### src/rtl/arm_pipelined_ext_pkg.sv
// Shared types for the pipelined immediate extension unit: mode encoding,
// pipeline entry layout and the 32-bit rotate helper.
package arm_pipelined_ext_pkg;

    localparam int ROT_BASE_WIDTH = 32;

    typedef enum logic [2:0] {
        EXT_ZERO8    = 3'b000,
        EXT_ZERO12   = 3'b001,
        EXT_ZERO24   = 3'b010,
        EXT_ROTATE   = 3'b011,
        EXT_BRANCH   = 3'b100,
        EXT_SIGN12   = 3'b101,
        EXT_HALFWORD = 3'b110,
        EXT_ILLEGAL  = 3'b111
    } ext_sel_t;

    typedef struct packed {
        logic                      valid;
        logic [ROT_BASE_WIDTH-1:0] data;
        logic                      carry;
        logic                      illegal;
    } ext_entry_t;

    // Rotate right by duplicating the word and shifting the 64-bit pair.
    function automatic logic [ROT_BASE_WIDTH-1:0] ror32(
        input logic [ROT_BASE_WIDTH-1:0] value,
        input logic [4:0]                amount
    );
        logic [2*ROT_BASE_WIDTH-1:0] doubled;
        doubled = {value, value} >> amount;
        return doubled[ROT_BASE_WIDTH-1:0];
    endfunction

endpackage

### src/rtl/arm_pipelined_ext_decode.sv
// Combinational mode decode: forms the 32-bit result, shifter carry, illegal
// flag and whether the result must be sign-extended beyond bit 31.
module arm_pipelined_ext_decode
    import arm_pipelined_ext_pkg::*;
(
    input  logic [23:0]               imm,
    input  ext_sel_t                  sel,
    input  logic                      carry_in,
    output logic [ROT_BASE_WIDTH-1:0] data,
    output logic                      carry,
    output logic                      illegal,
    output logic                      sext
);

    logic [ROT_BASE_WIDTH-1:0] rot_result;

    assign rot_result = ror32({24'b0, imm[7:0]}, {imm[11:8], 1'b0});

    always_comb begin
        data    = '0;
        carry   = carry_in;
        illegal = 1'b0;
        sext    = 1'b0;
        case (sel)
            EXT_ZERO8:    data = {24'b0, imm[7:0]};
            EXT_ZERO12:   data = {20'b0, imm[11:0]};
            EXT_ZERO24:   data = {8'b0, imm[23:0]};
            EXT_ROTATE: begin
                data  = rot_result;
                // A zero rotate field leaves the C flag untouched.
                carry = (imm[11:8] == 4'd0) ? carry_in : rot_result[31];
            end
            EXT_BRANCH: begin
                data = {{6{imm[23]}}, imm[23:0], 2'b00};
                sext = 1'b1;
            end
            EXT_SIGN12: begin
                data = {{20{imm[11]}}, imm[11:0]};
                sext = 1'b1;
            end
            EXT_HALFWORD: data = {24'b0, imm[11:8], imm[3:0]};
            EXT_ILLEGAL: begin
                carry   = 1'b0;
                illegal = 1'b1;
            end
            default: data = '0;
        endcase
    end

endmodule

### src/rtl/arm_pipelined_immediate_unit.sv
// Immediate extension unit with a 1- or 2-stage register pipeline that follows
// the decode/execute registers through stall, flush and reset.
module arm_pipelined_immediate_unit
    import arm_pipelined_ext_pkg::*;
#(
    parameter int ImmediateBusWidth = 24,
    parameter int ExtendedBusWidth  = 32,
    parameter int Stages            = 1
) (
    input  logic                         i_CLK,
    input  logic                         i_NRESET,
    input  logic                         i_Valid,
    input  logic                         i_Stall,
    input  logic                         i_Flush,
    input  logic [ImmediateBusWidth-1:0] i_Immediate,
    input  logic [2:0]                   i_ExtensionSelect,
    input  logic                         i_CarryIn,
    output logic                         o_Valid,
    output logic [ExtendedBusWidth-1:0]  o_Extension,
    output logic                         o_ShifterCarry,
    output logic                         o_IllegalSelect
);

    logic [ROT_BASE_WIDTH-1:0] dec_data;
    logic                      dec_carry;
    logic                      dec_illegal;
    logic                      dec_sext;

    arm_pipelined_ext_decode u_decode (
        .imm      (i_Immediate[23:0]),
        .sel      (ext_sel_t'(i_ExtensionSelect)),
        .carry_in (i_CarryIn),
        .data     (dec_data),
        .carry    (dec_carry),
        .illegal  (dec_illegal),
        .sext     (dec_sext)
    );

    ext_entry_t entry_next;
    logic       upper_next;

    always_comb begin
        entry_next = '0;
        upper_next = 1'b0;
        if (i_Valid) begin
            entry_next.valid   = 1'b1;
            entry_next.data    = dec_data;
            entry_next.carry   = dec_carry;
            entry_next.illegal = dec_illegal;
            upper_next         = dec_sext & dec_data[ROT_BASE_WIDTH-1];
        end
    end

    // upper_reg carries the bit replicated above bit 31 of the stored result.
    ext_entry_t stage_reg [Stages];
    logic       upper_reg [Stages];
    logic       clear;

    assign clear = !i_NRESET || i_Flush;

    if (Stages == 2) begin : g_two_stage
        always_ff @(posedge i_CLK) begin
            if (clear) begin
                stage_reg[0] <= '0;
                upper_reg[0] <= 1'b0;
                stage_reg[1] <= '0;
                upper_reg[1] <= 1'b0;
            end else if (!i_Stall) begin
                stage_reg[0] <= entry_next;
                upper_reg[0] <= upper_next;
                stage_reg[1] <= stage_reg[0];
                upper_reg[1] <= upper_reg[0];
            end
        end
    end else begin : g_one_stage
        always_ff @(posedge i_CLK) begin
            if (clear) begin
                stage_reg[0] <= '0;
                upper_reg[0] <= 1'b0;
            end else if (!i_Stall) begin
                stage_reg[0] <= entry_next;
                upper_reg[0] <= upper_next;
            end
        end
    end

    ext_entry_t last_entry;
    logic       last_upper;

    assign last_entry      = stage_reg[Stages-1];
    assign last_upper      = upper_reg[Stages-1];
    assign o_Valid         = last_entry.valid;
    assign o_ShifterCarry  = last_entry.carry;
    assign o_IllegalSelect = last_entry.illegal;

    if (ExtendedBusWidth > ROT_BASE_WIDTH) begin : g_wide
        assign o_Extension = {{(ExtendedBusWidth-ROT_BASE_WIDTH){last_upper}}, last_entry.data};
    end else begin : g_base
        assign o_Extension = last_entry.data;
    end

endmodule
### config.mk
export PLATFORM = sky130hd
export DESIGN_NAME = arm_pipelined_immediate_unit
export DESIGN_NICKNAME = d
export VERILOG_FILES = /design/src/rtl/arm_pipelined_ext_pkg.sv /design/src/rtl/arm_pipelined_ext_decode.sv /design/src/rtl/arm_pipelined_immediate_unit.sv
export SDC_FILE = /design/constraint.sdc
export NUM_CORES = 1
export LEC_CHECK = 0
export ABC_AREA = 1
export CORE_MARGIN = 10
export CORE_UTILIZATION = 47
export CTS_CLUSTER_DIAMETER = 30
export DETAILED_ROUTE_END_ITERATION = 16
export PLACE_DENSITY = 0.82
export SKIP_CTS_REPAIR_TIMING = 1
export SLEW_MARGIN = 20
export SYNTH_ARGS = -nofsm -noshare
export SYNTH_HDL_FRONTEND = slang
export SYNTH_SLANG_ARGS = --single-unit
### constraint.sdc
create_clock -name i_CLK -period 2 [get_ports i_CLK]
set_clock_uncertainty 0.2 [all_clocks]
set_input_delay 0.4 -clock i_CLK [delete_from_list [all_inputs] [get_ports i_CLK]]
set_output_delay 0.4 -clock i_CLK [all_outputs]
set_load 0.01 [all_outputs]
==> impl_summary.log, run 1 <==
[metrics] via count of the first global-routing pass: 2,602
[metrics] status: finished clean
[metrics] CTS Buf Count: 5
[metrics] Fillers: 356
[metrics] total global-route track usage: 23.4%
[metrics] Post-Syn Instances: about 300
[metrics] number of search-and-repair iterations in the first detailed-routing pass: 5
[metrics] Synth cell types: 25
[metrics] post-DP HPWL: 7090 um
[metrics] Reg clk slew, reported paths: about 0.07 ns
[metrics] number of max-capacitance violations reported: 0
[metrics] number of buffers and inverters on the critical path: 4
[metrics] H-tree level count: 2
[metrics] maximum number of pins on one net before global-route repair: 36
[metrics] non-filler instance count after layout: roughly 500
[metrics] area of the core: around 0.0047 mm2
[metrics] CP Launch Point: i_Immediate[10]
[metrics] worst vdd rail ir drop: roughly 0.00032 V
[metrics] sink count of the clock tree: 35
[metrics] net total in the final layout: about 470
[metrics] width of the die: roughly 90 um
[metrics] weighted congestion at the end of routability-driven global placement: ~1
[metrics] number of endpoints failing setup at the final stage: 0
[metrics] slowest stage cell, crit path: sky130_fd_sc_hd__clkdlybuf4s50_1
[metrics] leakage component of the power: between 1.5 and 2 nW
[metrics] Final Total Pwr: 1.86 mW
[metrics] Clk Tree Root Cell: sky130_fd_sc_hd__clkbuf_8
[metrics] via-per-instance ratio: ~5.6
[metrics] Final Hold Viols: 0
[metrics] Post-route DRC: 0
[metrics] kind of cell adding the most delay to the critical path: buffers and inverters
[metrics] signal arrival time at the worst endpoint: approximately 1.9 ns
[metrics] register area: 0.00105 mm2
[metrics] Final Cycle Share: ~100%
[metrics] number of placement rows: 25
[metrics] path class of the lowest-slack min-delay path: input pin to register
[metrics] initial DRC count: approximately 320
[metrics] CTS max path bufs: 2
[metrics] startpoint types: input pin
[metrics] ANT nets after route: 0
[metrics] setup repair after global routing missed its margin: true
[metrics] measured slew at the worst slew-check pin: roughly 0.33 ns
[metrics] Post-Place Cells: between 400 and 500
[metrics] post-route standard cell area excluding fillers: around 0.0036 mm2
[metrics] Area growth, synth to finish: 59.3%
[metrics] initial antenna violation count: 0
[metrics] Slew Limit Fails: 0
[metrics] post-synthesis mux area share: 0%
[metrics] Syn Nets: between 300 and 400
[metrics] Max Clock Freq: 501 MHz
[metrics] nature of the critical path endpoint: register
[metrics] YS warnings: 0
[metrics] multi-input logic area: approximately 0.0011 mm2
[metrics] worst setup path category: input pin to register
[metrics] Post-Syn Area: about 0.0023 mm2
[metrics] number of primary I/O pins: a little under 70
[metrics] Setup WS post-layout: ~0.0043 ns
[metrics] area of the die: around 0.0080 mm2
[metrics] standard cell area after detailed placement: roughly 0.0035 mm2
[metrics] relative max-transition margin: between 70% and 80%
[metrics] complex-gate fraction of the synthesized area: a little under a fifth
[metrics] adder and majority cell fraction of the synthesized area: 0%
[metrics] post-synthesis xor/xnor area fraction: 0%
[metrics] clock tree from TritonCTS: yes
[metrics] CP Data Required Time: just under 2 ns
[metrics] Routed wire per std cell: between 15 and 20 um
[metrics] fraction of the mapped netlist area in simple logic gates: roughly a quarter
[metrics] CP Cell Sequence: clkdlybuf4s50_1, inv_1, nor2_1, inv_1, o21ai_0, buf_4, nand2_1, a21oi_1
[metrics] port bufs: 67
[metrics] final core utilization: between 70% and 80%
[metrics] Min Clock Period, post-route: approximately 2 ns
[metrics] effective utilization at floorplan: a little under 50%
[metrics] worst-case setup slack after placement: -0.460 ns
[metrics] Antenna Cells: 0
[metrics] number of synthesized register bits: 35
[metrics] P per Cell Area: a little over 500 mW/mm2
[metrics] main combinational cell family by area after synthesis: simple AND/OR/NAND/NOR gates
[metrics] Synth Area per Inst: ~7.5 um2
[metrics] vias after detailed routing: 2,773
[metrics] delay of the slowest critical-path stage: roughly 0.57 ns
[metrics] max reg flops: 35
[metrics] commonest non-fill, non-tap cell in the layout: sky130_fd_sc_hd__nand2_1
[metrics] hold path start: i_ExtensionSelect[2]
[metrics] sequential element share of the synthesized area: 46.1%
[metrics] Die Span Y: ~90 um
[metrics] total gr overflow: 0
[metrics] drt total wl: a little over 9000 um
[metrics] first-pass GRT wire length: between 10,000 and 15,000 um
[metrics] CP max FO: 4
[metrics] CP most frequent cell: sky130_fd_sc_hd__inv_1
[metrics] most used cells in the layout excluding fill and tap cells: 81 x sky130_fd_sc_hd__nand2_1, 62 x sky130_fd_sc_hd__clkdlybuf4s50_1, 62 x sky130_fd_sc_hd__buf_4
[metrics] share of layout cells above drive strength 1: 21.8%
-- metrics by stage --
step | hold WS, ns | TNS (ns)
2_1_floorplan | 0.457 | 0
3_3_place_gp | 0.916 | -8.54
3_5_place_dp | 0.925 | -8.96
4_1_cts | 0.618 | -0.654
5_1_grt | 0.534 | -0.0153
6_report | 0.490 | 0
-- metal layers --
metal	share of wire, %	vias to the layer above	track usage, %
li1	-	1291	-
met1	38	1276	28.3
met2	50	173	40.6
met3	8.3	33	4.15
met4	3.0	0	8.24
met5	0	-	0
-- power by group --
part / switching [mW] / leakage [nW] / internal, mW
clock network: 0.262 / 0.0414 / 0.232
registers: 0.0115 / 0.405 / 0.838
logic: 0.262 / 1.16 / 0.250
-- layout make-up --
| cell class | count | share of cell area [%] |
|---|---|---|
| clock inverter | 2 | 0.241 |
| tap | 67 | 2.31 |
| timing repair buffer | 132 | 33.1 |
| timing repair inverter | 1 | 0.138 |
| multi-input combinational | 221 | 29.4 |
| inverter | 36 | 4.00 |
| clock buffer | 5 | 1.90 |
| sequential | 35 | 29.0 |
-- cell families (layout without fill, tap and decap cells) --
logic type	count (synthesis)	count (layout)
buffers and inverters	47	176
flip-flops	35	35
AO/OA/AOI/OAI	79	79
AND/OR/NAND/NOR	142	142
-- cell usage after synthesis --
library cell               number  share of area (%)
sky130_fd_sc_hd__nor2_2         1               0.27
sky130_fd_sc_hd__nor2_4         1               0.49
sky130_fd_sc_hd__nor3_1         5                1.1
sky130_fd_sc_hd__a32oi_1        1               0.38
sky130_fd_sc_hd__a21oi_1       40                8.8
sky130_fd_sc_hd__o211ai_1       4                1.3
sky130_fd_sc_hd__nand2_1       83                 14
sky130_fd_sc_hd__nand3_1       14                3.1
sky130_fd_sc_hd__o22ai_1        5                1.4
sky130_fd_sc_hd__inv_1         33                5.4
sky130_fd_sc_hd__nor2_1        23                3.8
sky130_fd_sc_hd__a211oi_1       2               0.66
sky130_fd_sc_hd__buf_2          4               0.88
sky130_fd_sc_hd__nand4_1        7                1.9
sky130_fd_sc_hd__nand2_2        4                1.1
sky130_fd_sc_hd__or2_2          1               0.27
sky130_fd_sc_hd__edfxtp_1      35                 46
sky130_fd_sc_hd__clkinv_1       1               0.16
sky130_fd_sc_hd__o21ai_0       25                5.5
sky130_fd_sc_hd__buf_4          3               0.99
sky130_fd_sc_hd__buf_6          1               0.49
sky130_fd_sc_hd__clkbuf_1       3               0.49
sky130_fd_sc_hd__and2_1         3               0.82
sky130_fd_sc_hd__inv_2          2               0.33
sky130_fd_sc_hd__a31oi_1        2               0.55
-- path summary, 6_finish.rpt --
path	endpoint	cells past startpoint
max	stage_reg[0][15]	8
min	stage_reg[0][0]	4
-- worst min-delay path: cells and delay by family --
kind	cells	cell delay, ns
AND/OR/NAND/NOR	1	0.04
buffers and inverters	3	0.39
Power figures use the tool's default switching activity.
==> run 2: changes to the inputs <==
--- a/config.mk
+++ b/config.mk
@@ -10,7 +10,7 @@
 export CORE_UTILIZATION = 47
 export CTS_CLUSTER_DIAMETER = 30
 export DETAILED_ROUTE_END_ITERATION = 16
-export PLACE_DENSITY = 0.82
+export PLACE_DENSITY = 0.83
 export SKIP_CTS_REPAIR_TIMING = 1
 export SLEW_MARGIN = 20
 export SYNTH_ARGS = -nofsm -noshare
==> run 2 against run 1 <==
  * Clock power is 0.8% lower
  * Sequential cell count unchanged
  * Setup slack better by 0.045 ns
  * Critical path depth rose by 2
  * Clock-buffer cell count is the same
  * First-iteration DRC count increased by 1.9%
  * Critical endpoint is now stage_reg[0][26]
  * Largest power group unchanged
==> impl_summary.log, run 2 (synthesis results as in run 1) <==
[metrics] status: finished clean
[metrics] max reg flops: 35 (unchanged)
[metrics] Final Cycle Share: 97.6% (-2.2 points)
[metrics] Min Clock Period, post-route: 1.95 ns (-0.0447 ns)
[metrics] path class of the lowest-slack min-delay path: input pin to register
[metrics] Area growth, synth to finish: 58.3%
[metrics] H-tree level count: 2 (unchanged)
[metrics] initial DRC count: 329 (+1.9%)
[metrics] CP max FO: 16 (+12)
[metrics] Post-route DRC: 0 (unchanged)
[metrics] signal arrival time at the worst endpoint: 1.80 ns (-0.14 ns)
[metrics] nature of the critical path endpoint: register
[metrics] Max Clock Freq: 513 MHz (+2.3%)
[metrics] worst vdd rail ir drop: 0.000354 V (+11%)
[metrics] startpoint types: input pin
[metrics] ANT nets after route: 0 (unchanged)
[metrics] CTS max path bufs: 2 (unchanged)
[metrics] Clk Tree Root Cell: sky130_fd_sc_hd__clkbuf_8
[metrics] area of the core: 0.00472 mm2 (unchanged)
[metrics] sink count of the clock tree: 35 (unchanged)
[metrics] Die Span Y: 89.6 um (unchanged)
[metrics] number of endpoints failing setup at the final stage: 0 (unchanged)
[metrics] share of layout cells above drive strength 1: 21.6% (-0.11 points)
[metrics] post-DP HPWL: 7080 um (-0.23%)
[metrics] CTS Buf Count: 5 (unchanged)
[metrics] Reg clk slew, reported paths: 0.07 ns (about the same)
[metrics] CP Cell Sequence: clkdlybuf4s50_1, buf_12, inv_2, nand2_1, nand2_1, nand2_1, o21ai_0, and2_1, a21oi_2, nor2_1
[metrics] drt total wl: 9120 um (-1.2%)
[metrics] worst setup path category: input pin to register
[metrics] total gr overflow: 0 (unchanged)
[metrics] CP Data Required Time: 1.85 ns (-0.09 ns)
[metrics] width of the die: 89.6 um (unchanged)
[metrics] Post-Place Cells: 483 (-1.0%)
[metrics] vias after detailed routing: 2,806 (+1.2%)
[metrics] commonest non-fill, non-tap cell in the layout: sky130_fd_sc_hd__nand2_1
[metrics] Antenna Cells: 0 (unchanged)
[metrics] via count of the first global-routing pass: 2,704 (+3.9%)
[metrics] slowest stage cell, crit path: sky130_fd_sc_hd__clkdlybuf4s50_1
[metrics] via-per-instance ratio: 5.70 (+2.6%)
[metrics] net total in the final layout: 458 (-1.5%)
[metrics] first-pass GRT wire length: 13,600 um (-2.3%)
[metrics] area of the die: 0.00803 mm2 (unchanged)
[metrics] initial antenna violation count: 0 (unchanged)
[metrics] total global-route track usage: 22.4% (-0.97 points)
[metrics] delay of the slowest critical-path stage: 0.50 ns (-0.07 ns)
[metrics] non-filler instance count after layout: 492 (-1.4%)
[metrics] final core utilization: 76.4% (-0.45 points)
[metrics] Slew Limit Fails: 0 (unchanged)
[metrics] measured slew at the worst slew-check pin: 0.390 ns (+0.0641 ns)
[metrics] number of max-capacitance violations reported: 0 (unchanged)
[metrics] maximum number of pins on one net before global-route repair: 36 (unchanged)
[metrics] clock tree from TritonCTS: yes
[metrics] leakage component of the power: 1.57 nW (-2.3%)
[metrics] number of placement rows: 25 (unchanged)
[metrics] effective utilization at floorplan: 48.2% (unchanged)
[metrics] Routed wire per std cell: 18.5 um (+0.19%)
[metrics] relative max-transition margin: 73.9% (-4.4 points)
[metrics] number of search-and-repair iterations in the first detailed-routing pass: 5 (unchanged)
[metrics] CP most frequent cell: sky130_fd_sc_hd__nand2_1
[metrics] Final Hold Viols: 0 (unchanged)
[metrics] port bufs: 67 (unchanged)
[metrics] most used cells in the layout excluding fill and tap cells: 83 x sky130_fd_sc_hd__nand2_1, 64 x sky130_fd_sc_hd__clkdlybuf4s50_1, 54 x sky130_fd_sc_hd__buf_4
[metrics] Final Total Pwr: 1.85 mW (-0.53%)
[metrics] weighted congestion at the end of routability-driven global placement: 1.02 (-0.12%)
[metrics] number of primary I/O pins: 68 (unchanged)
[metrics] P per Cell Area: 512 mW/mm2 (about the same)
## run 2: cell count changes in the layout (fill, tap and decap cells not counted), sizes merged
cell	previous run	this run
buf	65	58
clkdlybuf4s50	62	64
clkinvlp	3	2
dlymetal6s2s	5	3
inv	34	35
## run 2: area by class of cell
type,count,area [um2]
flip-flops and latches,35,1050
well taps,67,83.8
fillers,343,1120
clock inverters,2,8.76
inverters,36,139
repair inverters,1,5.00
clock buffers,5,68.8
multi-input cells,221,1090
repair buffers,125,1160
## run 2: path summary, 6_finish.rpt
check	startpoint	endpoint	slack (ns)	depth (start not counted)
hold / removal	i_ExtensionSelect[2]	stage_reg[0][0]	0.51	4
setup / recovery	i_Immediate[8]	stage_reg[0][26]	0.05	10
## run 2: metrics by stage
| stage | setup TNS (ns) | setup slack, ns | cell area, um2 | hold slack (ns) |
|---|---|---|---|---|
| 3_3_place_gp | -7.29 | -0.417 | 3450 | 0.906 |
| 5_1_grt | -0.0592 | -0.0241 | 3610 | 0.525 |
| 2_1_floorplan | 0 | 0.160 | 2280 | 0.457 |
| 3_5_place_dp | -7.70 | -0.419 | 3450 | 0.918 |
| 6_report | 0 | 0.0490 | 3610 | 0.514 |
| 4_1_cts | -0.160 | -0.114 | 3520 | 0.616 |
## run 2: where the power goes
| part | internal [mW] | switching (mW) | total [mW] |
|---|---|---|---|
| Combinational | 0.243 | 0.263 | 0.506 |
| Sequential | 0.838 | 0.0108 | 0.849 |
| Clock | 0.232 | 0.259 | 0.490 |
## run 2: per-layer routing
metal	routed length, um	vias up	GRT usage (%)	part of all wire (%)
met5	0	-	0	0
met4	501	0	11.4	5.5
met1	3240	1278	24.7	36
met3	1040	53	6.95	11
met2	4340	200	38.1	48
li1	-	1275	-	-
## run 2: worst max-delay path: cells and delay by family
kind | cells | cell delay (ns)
and+or+nand+nor | 5 | 0.45
AOI/OAI and AO/OA | 2 | 0.23
buffers and inverters | 3 | 0.70
